File: config.mk
export PLATFORM = sky130hd
export DESIGN_NAME = arp_tone_gen
export DESIGN_NICKNAME = d
export VERILOG_FILES = /design/src/rtl/arp_tone_pkg.sv /design/src/rtl/arp_tone_envelope.sv /design/src/rtl/arp_tone_gen.sv
export SDC_FILE = /design/constraint.sdc
export NUM_CORES = 1
export LEC_CHECK = 0
export CORE_MARGIN = 2
export CORE_UTILIZATION = 32
export DETAILED_ROUTE_END_ITERATION = 10
export PLACE_DENSITY = 0.56
export SETUP_SLACK_MARGIN = 0.02
export SLEW_MARGIN = 40
export SYNTH_ARGS = -nofsm -noshare
export SYNTH_HDL_FRONTEND = slang
export SYNTH_SLANG_ARGS = --single-unit
File: constraint.sdc
create_clock -name CLK -period 2.5 [get_ports CLK]
set_input_delay 0.625 -clock CLK [delete_from_list [all_inputs] [get_ports CLK]]
set_output_delay 0.625 -clock CLK [all_outputs]
set_load 0.005 [all_outputs]
File: src/rtl/arp_tone_pkg.sv
// Shared types and constants for the arpeggiator tone generator.
// Pure declarations: no latency, no flow control.
// The per-note increments are tuned for a 48828.125 Hz sample rate.
package arp_tone_pkg;

    typedef enum logic [1:0] {
        IDLE,
        ATTACK,
        SUSTAIN,
        RELEASE
    } env_state_t;

    localparam int          PHASE_W = 24;
    localparam logic [14:0] AMP_MAX = 15'd32767;

    // C4, E4, G4, C5 phase increments; index 0 is note0.
    localparam logic [3:0][PHASE_W-1:0] INC = {
        24'd179787, 24'd134690, 24'd113260, 24'd89895
    };

    function automatic logic [1:0] note_sel(input logic [3:0] notes);
        if (notes[0])      return 2'd0;
        else if (notes[1]) return 2'd1;
        else if (notes[2]) return 2'd2;
        else               return 2'd3;
    endfunction

endpackage

File: src/rtl/arp_tone_envelope.sv
// Amplitude envelope FSM; ramped attack/release only with ARP_TONE_ENVELOPE_EN.
// Latency: amp/active change on the tick that observes the gate.
// Backpressure: none, advances only on sample ticks.
module arp_tone_envelope #(
    parameter int AMP_STEP = 8192
) (
    input  logic        clk,
    input  logic        rst,
    input  logic        tick,
    input  logic        gate,
    output logic [14:0] amp,
    output logic        active
);
    import arp_tone_pkg::*;

    env_state_t state;

    if (AMP_STEP < 1 || AMP_STEP > 32767) begin : g_bad_amp_step
        $error("arp_tone_envelope: AMP_STEP must be within 1..32767");
    end

`ifdef ARP_TONE_ENVELOPE_EN
    localparam logic [15:0] STEP16 = 16'(AMP_STEP);

    logic [15:0] up_sum;
    logic [14:0] amp_inc;
    logic [14:0] amp_dec;

    assign up_sum  = {1'b0, amp} + STEP16;
    assign amp_inc = (up_sum >= {1'b0, AMP_MAX}) ? AMP_MAX : up_sum[14:0];
    assign amp_dec = ({1'b0, amp} <= STEP16) ? 15'd0 : 15'({1'b0, amp} - STEP16);
`endif

    always_ff @(posedge clk or posedge rst) begin
        if (rst) begin
            state <= IDLE;
            amp   <= '0;
        end else if (tick) begin
`ifdef ARP_TONE_ENVELOPE_EN
            // A retrigger from RELEASE ramps up from wherever amp currently is.
            if (gate) begin
                amp   <= amp_inc;
                state <= (amp_inc == AMP_MAX) ? SUSTAIN : ATTACK;
            end else if (state != IDLE) begin
                amp   <= amp_dec;
                state <= (amp_dec == 15'd0) ? IDLE : RELEASE;
            end
`else
            amp   <= gate ? AMP_MAX : 15'd0;
            state <= gate ? SUSTAIN : IDLE;
`endif
        end
    end

    assign active = (state != IDLE);

endmodule

File: src/rtl/arp_tone_gen.sv
// Square-wave tone generator fed by arpeggiator note gates; envelope ramp via ARP_TONE_ENVELOPE_EN.
// Latency: gate edge acted on at next tick, visible on sample one tick later.
// Backpressure: none, free-running sample strobe every SAMPLE_DIV cycles.
module arp_tone_gen #(
    parameter int SAMPLE_DIV = 1024,
    parameter int AMP_STEP   = 8192
) (
    input  logic               CLK,
    input  logic               RESET,
    input  logic               Enable,
    input  logic               note0,
    input  logic               note1,
    input  logic               note2,
    input  logic               note3,
    output logic signed [15:0] sample,
    output logic               sample_valid,
    output logic               active,
    output logic [1:0]         note_idx
);
    import arp_tone_pkg::*;

    localparam int CNT_W = (SAMPLE_DIV > 1) ? $clog2(SAMPLE_DIV) : 1;

    logic [CNT_W-1:0]   cnt;
    logic               tick;
    logic [3:0]         notes;
    logic               gate;
    logic [1:0]         sel;
    logic [PHASE_W-1:0] phase;
    logic [14:0]        amp;
    logic signed [15:0] amp_s;

    assign notes = {note3, note2, note1, note0};
    assign gate  = Enable && (|notes);
    assign sel   = note_sel(notes);
    assign tick  = (cnt == CNT_W'(SAMPLE_DIV - 1));
    assign amp_s = signed'({1'b0, amp});

    always_ff @(posedge CLK or posedge RESET) begin
        if (RESET) cnt <= '0;
        else       cnt <= tick ? '0 : cnt + 1'b1;
    end

    arp_tone_envelope #(
        .AMP_STEP (AMP_STEP)
    ) u_env (
        .clk    (CLK),
        .rst    (RESET),
        .tick   (tick),
        .gate   (gate),
        .amp    (amp),
        .active (active)
    );

    // Sample uses phase/amp as they stood before this tick's update.
    always_ff @(posedge CLK or posedge RESET) begin
        if (RESET) begin
            sample       <= '0;
            sample_valid <= 1'b0;
            note_idx     <= '0;
            phase        <= '0;
        end else begin
            sample_valid <= tick;
            if (tick) begin
                sample <= phase[PHASE_W-1] ? -amp_s : amp_s;
                if (gate) begin
                    note_idx <= sel;
                    // A fresh note from silence starts at phase 0; retriggers stay continuous.
                    phase    <= active ? phase + INC[sel] : '0;
                end
            end
        end
    end

endmodule
Word level (Yosys, flattened, before mapping)
Index checks and enable logic that the tools add are counted.
{"block": "totals", "in_bits": 7, "reg_bits": 70}
{"block": "classes", "n_mux": 10, "addsub": 3, "magnitude_cmp": 1, "reduce_logical": 4, "eq_ne": 1}
{"cell": "24-bit binary-select mux with 2-bit select", "n": 1}
{"cell": "24-bit two-way mux", "n": 2}
{"cell": "24-bit adder", "n": 1}
{"cell": "16-bit two-way mux", "n": 1}
{"cell": "15-bit negator with 16-bit output", "n": 1}
{"cell": "15-bit two-way mux", "n": 1}
{"cell": "10-bit by 1-bit adder with 10-bit output (second input constant)", "n": 1}
{"cell": "10-bit equality test (second input constant)", "n": 1}
{"cell": "10-bit two-way mux", "n": 1}
{"cell": "2-bit two-way mux", "n": 3}
{"cell": "4-bit OR reduction", "n": 1}
{"cell": "2-bit by 3-bit less-than comparator with 1-bit output (second input constant)", "n": 1}
{"cell": "2-bit AND reduction", "n": 1}
{"cell": "2-bit nonzero test", "n": 1}
{"cell": "1-bit logical AND", "n": 1}
{"cell": "1-bit two-way mux", "n": 1}

Depth between registers and ports, before layout
{"block": "depth", "ltp_word": 7, "ltp_mapped": 14}

Cells and area by module
Synthesis repeated with hierarchy kept, for this count alone.
{"block": "hier_totals", "hier_cells": 407, "area_unflattened_um2": 3603.5}
{"mod": "arp_tone_gen", "instances": 1, "area_per_inst_um2": 3447.1, "seq_area_each_um2": 1326.3, "cells_per_inst": 389}
{"mod": "arp_tone_envelope", "instances": 1, "area_per_inst_um2": 156.4, "seq_area_each_um2": 25.0, "cells_per_inst": 18}

Worst setup path before layout
Ideal clock, no wire load.
{"block": "synth_path", "path_kind": "input to register", "from": "input note1", "to": "register phase[22]", "path_stages": 14, "t_required_ns": 2.376, "setup_time_ns": 0.124, "setup_slack_ns": -0.906, "arrival_ns": 3.282, "cell_sequence": "or2_2 clkbuf_1 ha_1 inv_1 ha_1 inv_1 fa_1 nand2b_1 a21oi_1 nor2_1 o31ai_2 a31o_1 a21oi_1 a211o_1"}
{"block": "synth_via", "elab_chain_len": 6}
{"item": "from (decl)", "line_no": "arp_tone_gen.sv:12", "rtl": "input logic note1,"}
{"item": "2-bit two-way mux", "line_no": "arp_tone_pkg.sv:23", "rtl": "else if (notes[1]) return 2'd1;"}
{"item": "2-bit two-way mux", "line_no": "arp_tone_pkg.sv:22", "rtl": "if (notes[0]) return 2'd0;"}
{"item": "24-bit binary-select mux with 2-bit select", "line_no": "arp_tone_gen.sv:69", "rtl": "phase <= active ? phase + INC[sel] : '0;"}
{"item": "24-bit two-way mux (not written as such)", "line_no": "arp_tone_gen.sv:69"}
{"item": "24-bit adder", "line_no": "arp_tone_gen.sv:69"}
{"item": "24-bit two-way mux", "line_no": "arp_tone_gen.sv:69"}
{"item": "to (signal assigned)", "line_no": "arp_tone_gen.sv:69"}
{"item": "to (decl)", "line_no": "arp_tone_gen.sv:29", "rtl": "logic [PHASE_W-1:0] phase;"}
Parallel ways exist; a longest one is shown, timed or not. The select of a mux whose other input is x is not followed.
A chain may end at the register's enable or synchronous reset.

Final worst setup path
{"block": "layout_path", "from": "input note0", "to": "register phase[20]"}
{"block": "layout_via", "elab_chain_len": 5}
{"item": "from (decl)", "line_no": "arp_tone_gen.sv:11", "rtl": "input logic note0,"}
{"item": "2-bit two-way mux", "line_no": "arp_tone_pkg.sv:22"}
{"item": "24-bit binary-select mux with 2-bit select", "line_no": "arp_tone_gen.sv:69"}
{"item": "24-bit two-way mux (not written as such)", "line_no": "arp_tone_gen.sv:69"}
{"item": "24-bit adder", "line_no": "arp_tone_gen.sv:69"}
{"item": "24-bit two-way mux", "line_no": "arp_tone_gen.sv:69"}
Parallel ways exist; a longest one is shown, timed or not. The select of a mux whose other input is x is not followed.

==> impl_metrics.ini <==
[worst_setup_path]
endpoint_kind = flop
slowest_stage = or3_1
required_ns = 2.73
worstPathMaxFanout = 3
cp-start-kind = primary input
crit_chain = buf_6 > or2_4 > ha_4 > inv_2 > ha_4 > inv_2 > fa_2 > nand2b_4 > a21oi_4 > nor3_2 > o311ai_2 > a31oi_1 > or3_1 > o21ai_1
cpPeakStageDelay_ns = 0.35
cp.arrival_ns = 2.94
path_class = primary input to flop

[synth]
ys_warn_count = 0
yosysSeqAreaShare_pct = 36.3
syn_area_per_cell_sq_um = 9.28
syn-cell-area_sq_mm = 0.00283
synthArstFlopShare_pct = 100
syn-num-nets = 331
synth_ff_type = dfrtp_1
yosysUniqueCellTypes = 65
synth-seq-cells = 41
synth_edf_count = 0
syn_inst = 305

[power_and_ir_drop]
sw_frac_of_total_pct = 23.7
p_per_area_mw_per_mm2 = 344
power.internal_uw = 1070
pwr-share-clk_pct = 40.4
net-switching-power_uw = 333
power.total_uw = 1400
p_seq_share_pct = 47.2
ir_drop_mv = 0.286
comb_power_share_pct = 12.4
cellLeakagePower_uw = 0.00176

[drt]
drc = 0
detail_route.vias_per_cell = 4.96
vias = 2436
postRouteAntennaNets = 0
dr.pass1.iters = 4
routedWlPerCell_microns = 14.7
postRouteWirelength_microns = 7200
drt-initial-drc-count = 70

[sta]
finalHoldViolations = 0
slew_headroom_pct = 69.2
finalSetupViolCount = 16
slew_viol_final = 0
fmax_mhz = 368
timing.final.crit_share_pct = 109
fin_ws_ns = -0.215
rsz0062_at_grt = true
fin_worst_skew_ns = 0.0119
period_needed_ns = 2.71
setup_tns_ns = -1.58
worstMarginPinSlew_ns = 0.462

[clock_tree]
cts.sinks = 41
holdBufCountCts = 0
htreeDepth = 2
root_buffer = clkbuf_8
cts_buffers = 5
cts.clk_slew.worst_paths_ns = 0.08
clock_latency_ns = 0.30
cts_tree = yes
clockBufferDepth = 2

[floorplanning]
io_pins = 27
initial_utilization_pct = 32.8
num_rows = 34
die_w_microns = 98.0
core_sq_mm = 0.00864
dieArea_sq_mm = 0.00961
die_h_microns = 98.0

[global_route]
grt_first_pass_wirelength_microns = 11600
grtUsageTotal_pct = 15.0
antenna_found_initial = 0
gr-total-overflow = 0
grt_pass1_vias = 2399
grt_max_degree = 31

[layout]
layout_common_cells = buf_4, dfrtp_1, nand2_1
drive_gt1_share_pct = 37.6
final_cells = 491
final_common_cell = buf_4
nNetsFinal = 408
area_delta_synth_final_pct = 44.2
antennaDiodeCount = 0

[place]
place_ws_ns = -1.05
dp.cells = 472
dp_hpwl_microns = 5110
gp_congestion = 0.813
port_buffers = 26

[worst_hold_path]
min_path_type = flop to flop

[run_status]
violations = negative setup slack
status = finished, violations left

[flow_run]
drv_cap = 0
power groups by stage:
stage               logic, uW  clock network (uW)  registers [uW]
floorplan                72.3                   0             676
global placement          141                   0             676
detailed placement        142                   0             676
CTS                       148                 589             662
global route              190                 614             663
finish                    174                 567             663
per-stage QoR:
| step | hold WS (ns) | cell area (sq um) | util (%) |
|---|---|---|---|
| CTS | 0.480 | 3800 | 44.0 |
| global placement | 0.452 | 3570 | 41.3 |
| detailed placement | 0.466 | 3570 | 41.3 |
| finish | 0.471 | 4080 | 47.2 |
| floorplan | 0.439 | 2910 | - |
| global route | 0.510 | 4080 | 47.2 |
cell usage after synthesis, types with 5 or more instances:
| cell | count | area (sq um) |
|---|---|---|
| a21oi_1 | 11 | 55.1 |
| and3_1 | 5 | 31.3 |
| buf_2 | 5 | 25.0 |
| buf_4 | 13 | 97.6 |
| dfrtp_1 | 41 | 1030 |
| ha_1 | 18 | 225 |
| inv_1 | 20 | 75.1 |
| nand2_1 | 39 | 146 |
| nand3_1 | 11 | 55.1 |
| nor2_1 | 17 | 63.8 |
| o21ai_0 | 21 | 105 |
| o21ai_1 | 5 | 25.0 |
| o31ai_1 | 5 | 37.5 |
| xnor2_1 | 7 | 61.3 |
| xor2_1 | 10 | 87.6 |
metal layers:
metal | vias up | global-route usage [%] | routed length, microns | share of wire [%]
met5 | - | 0 | 0 | 0
met4 | 0 | 5.56 | 98 | 1.4
met3 | 10 | 3.58 | 170 | 2.4
met2 | 34 | 24.9 | 3730 | 52
met1 | 1167 | 18.9 | 3200 | 44
li1 | 1225 | - | - | -
registers in the layout (all words and copies together) (netlist names):
| name | cells |
|---|---|
| cnt | 10 |
| note_idx | 2 |
| phase | 24 |
| sample | 3 |
| sample_valid | 1 |
| u_env.amp | 1 |
area by class of cell:
cell class              count  area (sq um)
clock buffers               7          86.3
clock inverters             1          30.0
flip-flops and latches     41          1030
fillers                   825          4560
well taps                 108           135
multi-input cells         220          1910
repair buffers             93           798
inverters                  21          98.8
what timing repair did:
item | in CTS | in global routing
resized for setup | 36 | 45
setup endpoints to repair | 21 | 16
pin swaps | 18 | 37
setup buffers | 3 | 9
critical path, delay by kind of cell:
family,cells,cell delay (ns)
compound gates,4,0.63
buf+inv,3,0.18
fa+ha+maj,3,0.66
simple gates,4,0.84
logic make-up (layout without fill, tap and decap cells):
kind of cell / Yosys count / in the layout / share of synthesized area, %
AO/OA/AOI/OAI: 82 / 82 / 22.3
XOR/XNOR: 18 / 18 / 5.84
adder cells (fa/ha/maj): 19 / 19 / 8.67
buffers and inverters: 44 / 122 / 8.54
flip-flops: 41 / 41 / 36.3
multiplexers: 3 / 3 / 1.06
AND/OR/NAND/NOR: 98 / 98 / 17.3
worst paths after layout:
| check | start | end | slack (ns) | cells past startpoint |
|---|---|---|---|---|
| worst max register to register | phase[10]$_DFFE_PP0P_ | phase[23]$_DFFE_PP0P_ | 0.25 | 8 |
| min in group asynchronous | RESET | sample[15]$_DFFE_PP0P_ | 0.72 | 3 |
| worst min-delay path | cnt[8]$_DFF_PP0_ | cnt[8]$_DFF_PP0_ | 0.47 | 1 |
| worst max-delay path | note0 | phase[20]$_DFFE_PP0P_ | -0.21 | 14 |
| max in group asynchronous | RESET | phase[21]$_DFFE_PP0P_ | 1.27 | 4 |
| worst min register to register | cnt[8]$_DFF_PP0_ | cnt[8]$_DFF_PP0_ | 0.47 | 1 |
Power figures use the tool's default switching activity.
